[src/rtl/attn_mul_lanes.sv]
// Attention output multiplier O = S*V: one score row buffered, LANES MAC lanes per V column group.
// Results leave one column group per beat on a backpressured stream.

module attn_mul_lane #(
    parameter int DATA_WIDTH = 16,
    parameter int ACC_WIDTH  = 38,
    parameter int FRAC_BITS  = 14
) (
    input  logic                         clk,
    input  logic                         rst_n,
    input  logic                         clr,
    input  logic                         en,
    input  logic                         round_en,
    input  logic                         sat_en,
    input  logic signed [DATA_WIDTH-1:0] s,
    input  logic signed [DATA_WIDTH-1:0] v,
    output logic        [DATA_WIDTH-1:0] res
);
    localparam int PW  = 2 * DATA_WIDTH;
    localparam int EXT = ACC_WIDTH - PW;
    localparam logic signed [ACC_WIDTH:0] RND  = {{ACC_WIDTH{1'b0}}, 1'b1} << (FRAC_BITS - 1);
    localparam logic signed [ACC_WIDTH:0] MAXV = {{(ACC_WIDTH-DATA_WIDTH+2){1'b0}}, {(DATA_WIDTH-1){1'b1}}};
    localparam logic signed [ACC_WIDTH:0] MINV = -MAXV - 1;

    logic signed [PW-1:0]        prod;
    logic signed [ACC_WIDTH-1:0] acc, acc_nxt;
    logic signed [ACC_WIDTH:0]   sum, r;

    // Result is formed from acc_nxt so the product landing in DRAIN is included.
    always_comb begin
        prod    = PW'(s) * PW'(v);
        acc_nxt = en ? acc + $signed({{EXT{prod[PW-1]}}, prod}) : acc;
        sum     = $signed({acc_nxt[ACC_WIDTH-1], acc_nxt}) + (round_en ? RND : '0);
        r       = sum >>> FRAC_BITS;
        if (sat_en && (r > MAXV))
            res = MAXV[DATA_WIDTH-1:0];
        else if (sat_en && (r < MINV))
            res = MINV[DATA_WIDTH-1:0];
        else
            res = r[DATA_WIDTH-1:0];
    end

    always_ff @(posedge clk or negedge rst_n) begin
        if (!rst_n)
            acc <= '0;
        else if (clr)
            acc <= '0;
        else if (en)
            acc <= acc_nxt;
    end
endmodule

module attn_mul_lanes #(
    parameter int DATA_WIDTH = 16,
    parameter int SEQ_LEN    = 64,
    parameter int EMBED_DIM  = 64,
    parameter int LANES      = 4,
    parameter int FRAC_BITS  = 14,
    parameter int ACC_WIDTH  = 2 * DATA_WIDTH + $clog2(SEQ_LEN),
    localparam int G  = EMBED_DIM / LANES,
    localparam int AW = $clog2(SEQ_LEN),
    localparam int GW = (G > 1) ? $clog2(G) : 1
) (
    input  logic                        clk,
    input  logic                        rst_n,
    input  logic                        start,
    input  logic                        abort,
    input  logic                        round_en,
    input  logic                        sat_en,
    input  logic                        s_valid,
    output logic                        s_ready,
    input  logic [DATA_WIDTH-1:0]       s_data,
    output logic                        v_rd_en,
    output logic [AW-1:0]               v_row,
    output logic [GW-1:0]               v_grp,
    input  logic [LANES*DATA_WIDTH-1:0] v_rdata,
    output logic                        o_valid,
    input  logic                        o_ready,
    output logic [LANES*DATA_WIDTH-1:0] o_data,
    output logic [AW-1:0]               o_row,
    output logic [GW-1:0]               o_grp,
    output logic                        busy,
    output logic                        done
);
    typedef enum logic [2:0] {IDLE, LOAD, MAC, DRAIN, OUT} state_t;
    typedef struct packed {
        logic round_en;
        logic sat_en;
    } cfg_t;

    state_t state, state_nxt;
    cfg_t   cfg;

    logic [AW-1:0] i, j;
    logic [GW-1:0] g;
    logic [SEQ_LEN-1:0][DATA_WIDTH-1:0] score_buf;
    logic signed [DATA_WIDTH-1:0]       s_d;
    logic [LANES-1:0][DATA_WIDTH-1:0]   lane_res;
    logic [1:0] vld_pipe;
    logic last_i, last_j, last_g, s_hs, o_hs, acc_clr, done_nxt;

    assign last_i  = (i == AW'(SEQ_LEN - 1));
    assign last_j  = (j == AW'(SEQ_LEN - 1));
    assign last_g  = (g == GW'(G - 1));
    assign s_ready = (state == LOAD);
    assign v_rd_en = (state == MAC);
    assign o_valid = (state == OUT);
    assign busy    = (state != IDLE);
    assign v_row   = j;
    assign v_grp   = g;
    assign s_hs    = s_ready & s_valid;
    assign o_hs    = o_valid & o_ready;
    assign vld_pipe[0] = v_rd_en;

    always_ff @(posedge clk or negedge rst_n) begin
        if (!rst_n)
            state <= IDLE;
        else
            state <= state_nxt;
    end

    always_comb begin
        state_nxt = state;
        done_nxt  = 1'b0;
        if (abort) begin
            state_nxt = IDLE;
        end else begin
            case (state)
                IDLE:    if (start) state_nxt = LOAD;
                LOAD:    if (s_hs && last_j) state_nxt = MAC;
                MAC:     if (last_j) state_nxt = DRAIN;
                DRAIN:   state_nxt = OUT;
                OUT: begin
                    if (o_hs) begin
                        if (!last_g)
                            state_nxt = MAC;
                        else if (!last_i)
                            state_nxt = LOAD;
                        else begin
                            state_nxt = IDLE;
                            done_nxt  = 1'b1;
                        end
                    end
                end
                default: state_nxt = IDLE;
            endcase
        end
    end

    // Accumulators clear on the edge that enters MAC, from either LOAD or OUT.
    assign acc_clr = (state_nxt == MAC) && (state != MAC);

    always_ff @(posedge clk) begin
        if (s_hs && !abort)
            score_buf[j] <= s_data;
    end

    always_ff @(posedge clk or negedge rst_n) begin
        if (!rst_n) begin
            cfg         <= '0;
            i           <= '0;
            j           <= '0;
            g           <= '0;
            s_d         <= '0;
            vld_pipe[1] <= 1'b0;
            done        <= 1'b0;
            o_data      <= '0;
            o_row       <= '0;
            o_grp       <= '0;
        end else begin
            vld_pipe[1] <= vld_pipe[0] & ~abort;
            done        <= done_nxt;
            if (abort) begin
                j <= '0;
            end else begin
                case (state)
                    IDLE: if (start) begin
                        cfg.round_en <= round_en;
                        cfg.sat_en   <= sat_en;
                        i <= '0;
                        g <= '0;
                        j <= '0;
                    end
                    LOAD: if (s_valid) j <= last_j ? '0 : j + 1'b1;
                    MAC: begin
                        s_d <= score_buf[j];
                        j   <= last_j ? '0 : j + 1'b1;
                    end
                    DRAIN: begin
                        o_data <= lane_res;
                        o_row  <= i;
                        o_grp  <= g;
                    end
                    OUT: if (o_ready) begin
                        if (!last_g)
                            g <= g + 1'b1;
                        else if (!last_i) begin
                            g <= '0;
                            i <= i + 1'b1;
                        end
                    end
                    default: ;
                endcase
            end
        end
    end

    for (genvar l = 0; l < LANES; l++) begin : g_lane
        attn_mul_lane #(
            .DATA_WIDTH(DATA_WIDTH),
            .ACC_WIDTH (ACC_WIDTH),
            .FRAC_BITS (FRAC_BITS)
        ) u_lane (
            .clk     (clk),
            .rst_n   (rst_n),
            .clr     (acc_clr),
            .en      (vld_pipe[1]),
            .round_en(cfg.round_en),
            .sat_en  (cfg.sat_en),
            .s       (s_d),
            .v       (v_rdata[l*DATA_WIDTH +: DATA_WIDTH]),
            .res     (lane_res[l])
        );
    end
endmodule

[config.mk]
export PLATFORM = sky130hd
export DESIGN_NAME = attn_mul_lanes
export DESIGN_NICKNAME = d
export VERILOG_FILES = /design/src/rtl/attn_mul_lanes.sv
export SDC_FILE = /design/constraint.sdc
export NUM_CORES = 2
export LEC_CHECK = 0
export BUFFER_PORTS_ARGS = -buffer_cell sky130_fd_sc_hd__buf_4
export CAP_MARGIN = 0
export CORE_MARGIN = 2
export CORE_UTILIZATION = 60
export DETAILED_ROUTE_END_ITERATION = 8
export PLACE_DENSITY = 0.88
export SLEW_MARGIN = 15
export SYNTH_ARGS = -nofsm -noshare
export SYNTH_HDL_FRONTEND = slang
export SYNTH_HIERARCHICAL = 1
export SYNTH_SLANG_ARGS = --single-unit
[constraint.sdc]
create_clock -name clk -period 26.1 [get_ports clk]
set_input_delay 2.61 -clock clk [delete_from_list [all_inputs] [get_ports clk]]
set_output_delay 2.61 -clock clk [all_outputs]
set_load 0.005 [all_outputs]
==> Implementation_results.wiki <==
{| class="wikitable"
! Metric !! Value
|-
| Outcome || finished, violations left
|-
| Violations in the final reports || design-rule violations
|-
| R2R setup slack || roughly 16 ns
|-
| Hold Startpoint || o_data[60]
|-
| Critical Path Start Type || primary input
|-
| Worst-path fanout max || 16
|-
| Die area || around 180000 µm²
|-
| Clock slew seen by the registers of the worst setup and hold paths || 0.06 ns
|-
| First-pass GRT wire length || 458000 µm
|-
| Number of max-capacitance violations reported || 0
|-
| Largest area contributor in the netlist || sky130_fd_sc_hd__edfxtp_1
|-
| Post-CTS Setup Inserts || 0
|-
| Total area of multi-input combinational cells || between 50000 and 60000 µm²
|-
| Die boundary width || ~420 µm
|-
| Weighted congestion at the end of routability-driven global placement || slightly below 1
|-
| Number of failing setup endpoints in the final timing report || 0
|-
| Worst r2r dst || o_data[28]
|-
| Worst Tran Pin Value || roughly 1.2 ns
|-
| Core box area || between 150000 and 200000 µm²
|-
| Vias per std cell || 6.38
|-
| Number of rows created at floorplan || ~150
|-
| Vias in the first global route || roughly 80000
|-
| Distinct cell type count of the synthesized netlist || 131
|-
| Share of synthesized registers carrying an async set or reset || 0.206
|-
| Most used flip-flop cell after synthesis || sky130_fd_sc_hd__edfxtp_1
|-
| Class of the most critical setup path || in -> reg
|-
| Worst stage delay on the critical path || just over 0.8 ns
|-
| Post-CTS resize count || 0
|-
| Cell depth of the worst min-delay path || 1
|-
| Critical-path cell with the highest stage delay || sky130_fd_sc_hd__a41oi_1
|-
| Leading post-synthesis cells by cell area || sky130_fd_sc_hd__edfxtp_1 29%, sky130_fd_sc_hd__fa_1 25%, sky130_fd_sc_hd__dfrtp_1 6.4%
|-
| Number of cells on the worst reg-to-reg path || 25
|-
| Setup clock skew after layout || around 0.076 ns
|-
| Cell with the most instances on the worst path || sky130_fd_sc_hd__fa_1
|-
| Kind of cell adding the most delay to the critical path || compound AO/OA/AOI/OAI gates
|-
| Maximum clock rate || roughly 0.093 GHz
|-
| Filler Cells Inserted || about 12000
|-
| Overflow left after global routing || 0
|-
| Sequential fraction of the synthesis area || 0.358
|-
| Register bit count reported by yosys || between 1000 and 1500
|-
| CTS hold repair buffers || 0
|-
| Ratio of cells with drive above 1 in the final layout || 0.0990
|-
| Count of buffer and inverter cells on the critical path || 5
|-
| Worst Hold Class || reg -> reg
|-
| Cell area after synthesis || between 100000 and 150000 µm²
|-
| # nets final || around 11000
|-
| DR top layer || met5
|-
| Number of vias in the routed layout || between 70000 and 80000
|-
| M1 WL || slightly above 100000 µm
|-
| Average wire per cell in the routed design || around 25 µm
|-
| HPWL Detailed || approximately 200000 µm
|-
| Depth of the CTS H-tree || 4
|-
| Number of enable flip-flop cells after synthesis || around 1000
|-
| Min cycle time layout || 10.75 ns
|-
| RSZ-0062 raised after global routing || no
|-
| Synth-to-Final Area Change || 7.58%
|-
| Ys Warns || 6
|-
| Critical R2R Launch || s_d[15]
|-
| Top cell type's share of synthesized area || 0.295
|-
| Share of the clock period used by the worst path after layout || 0.412
|-
| Total I/O pin count || between 150 and 200
|-
| Post-Synthesis Cells || ~9200
|-
| Met2 Wirelength || between 100000 and 150000 µm
|-
| Total nets after synthesis || around 11000
|-
| Detailed-routed wire length on met3 || around 32000 µm
|-
| Routed WL || approximately 300000 µm
|-
| Final-report hold violation count || 0
|-
| Initial antenna violation count || 18
|-
| Clock buffer count from CTS || roughly 140
|-
| Clock insertion delay at the later pin of the skew report || a little over 0.8 ns
|-
| Required time at the endpoint of the critical path || roughly 27 ns
|-
| Count of port buffers added during placement || 176
|-
| Residual DRC count || 30
|-
| Total clock sinks || roughly 1300
|-
| Max-slew headroom at the worst pin || 0.196
|-
| Endpoint with the worst hold slack || o_data[60]
|-
| Total global-route track usage || 0.333
|-
| Maximum buffer depth of the clock tree || 3
|-
| Die Y-Extent || about 420 µm
|-
| TritonCTS clock tree || built
|-
| Footprint of the flip-flops and latches || between 30000 and 40000 µm²
|-
| Initial core utilization || 0.602
|-
| Critical Path AT || between 10 and 15 ns
|-
| Mean cell area of the mapped netlist || roughly 11 µm²
|-
| Worst setup EP type || flop
|-
| Maximum number of pins on one net before global-route repair || about 140
|-
| Setup Total Neg Slack || 0 ns
|-
| Number of DRC markers after the initial detailed-route iteration || about 9000
|-
| Remaining number of nets flagged by the antenna check after routing || 0
|-
| Final Max Slew Viols || 0
|-
| Drt first pass iters || 9
|-
| CTS Root Buffer Type || sky130_fd_sc_hd__clkbuf_16
|}
==> layout make-up <==
type                       count  share of cell area
antenna                       17            0.000379
clock buffer                 175              0.0323
clock inverter                73             0.00803
inverter                    1496              0.0500
multi-input combinational   5946               0.529
sequential                  1289               0.333
tap                         2325              0.0259
timing repair buffer         307              0.0210
==> stage by stage <==
stage               area, µm²  utilization  setup slack, ns  hold slack, ns  cells
global route           112000        0.648            14.81           0.525  11622
floorplan              104000            -            15.82           0.480   9157
CTS                    112000        0.648            15.44           0.508  11611
finish                 112000        0.648            15.35           0.506  11628
global placement       108000        0.622            14.93           0.485  11363
detailed placement     108000        0.622            14.66           0.492  11363
==> cell families after synthesis <==
logic type	synth area share
and+or+nand+nor	0.106
buffers and inverters	0.0733
DFF	0.358
xor gates and xnor gates	0.0136
muxes	0.0513
adders and majority gates	0.301
AOI/OAI and AO/OA	0.0961
==> synthesized netlist by cell type, types with 56 or more instances <==
library cell and n:
sky130_fd_sc_hd__a211oi_1 61, sky130_fd_sc_hd__a21oi_1 268, sky130_fd_sc_hd__a221oi_1 93, sky130_fd_sc_hd__a22oi_1 90, sky130_fd_sc_hd__and2_1 522, sky130_fd_sc_hd__buf_2 104
sky130_fd_sc_hd__clkbuf_1 240, sky130_fd_sc_hd__dfrtp_1 265, sky130_fd_sc_hd__edfxtp_1 1024, sky130_fd_sc_hd__fa_1 1288, sky130_fd_sc_hd__ha_1 451, sky130_fd_sc_hd__inv_1 1491
sky130_fd_sc_hd__mux2_2 157, sky130_fd_sc_hd__mux2i_1 214, sky130_fd_sc_hd__mux4_2 59, sky130_fd_sc_hd__nand2_1 729, sky130_fd_sc_hd__nand3_1 100, sky130_fd_sc_hd__nand4_1 65
sky130_fd_sc_hd__nor2_1 470, sky130_fd_sc_hd__nor3_1 58, sky130_fd_sc_hd__o21ai_0 212, sky130_fd_sc_hd__o22ai_1 64, sky130_fd_sc_hd__xnor2_1 106, sky130_fd_sc_hd__xor2_1 56
==> layer usage <==
layer  vias up  global-route usage
li1      30888                   -
met1     36996               0.407
met2      4995               0.540
met3      1292              0.0799
met4         8               0.199
met5         -             0.00618
==> sequential cells by signal, indices dropped and copies added (netlist names), 4 cells and up <==
signal	cells
o_row	6
score_buf	1024
s_d	16
v_grp	4
o_grp	4
g_lane.u_lane/acc	152
o_data	64
i	6
v_row	6
==> layout by cell type (no fill, tap or decap), drive strengths merged, types with 214 or more instances in the layout <==
master     n
dfrtp    265
a21oi    278
nand2    729
edfxtp  1024
mux2i    214
ha       451
buf      307
and2     523
nor2     471
inv     1505
o21ai    245
fa      1288
==> worst max-delay path by stage <==
stage,startpoint,endpoint,slack (ns),cells past startpoint
floorplan,v_rdata[17],o_data[23],15.82,28
global placement,v_rdata[22],o_data[30],14.93,26
detailed placement,v_rdata[31],o_data[30],14.66,25
CTS,v_rdata[31],o_data[24],15.44,25
global route,v_rdata[22],o_data[30],14.81,26
finish,v_rdata[22],o_data[28],15.35,26
Power is left out: the tool's default activity adds up to more than one toggle a clock period on the data nets, which glitch-free logic cannot reach.
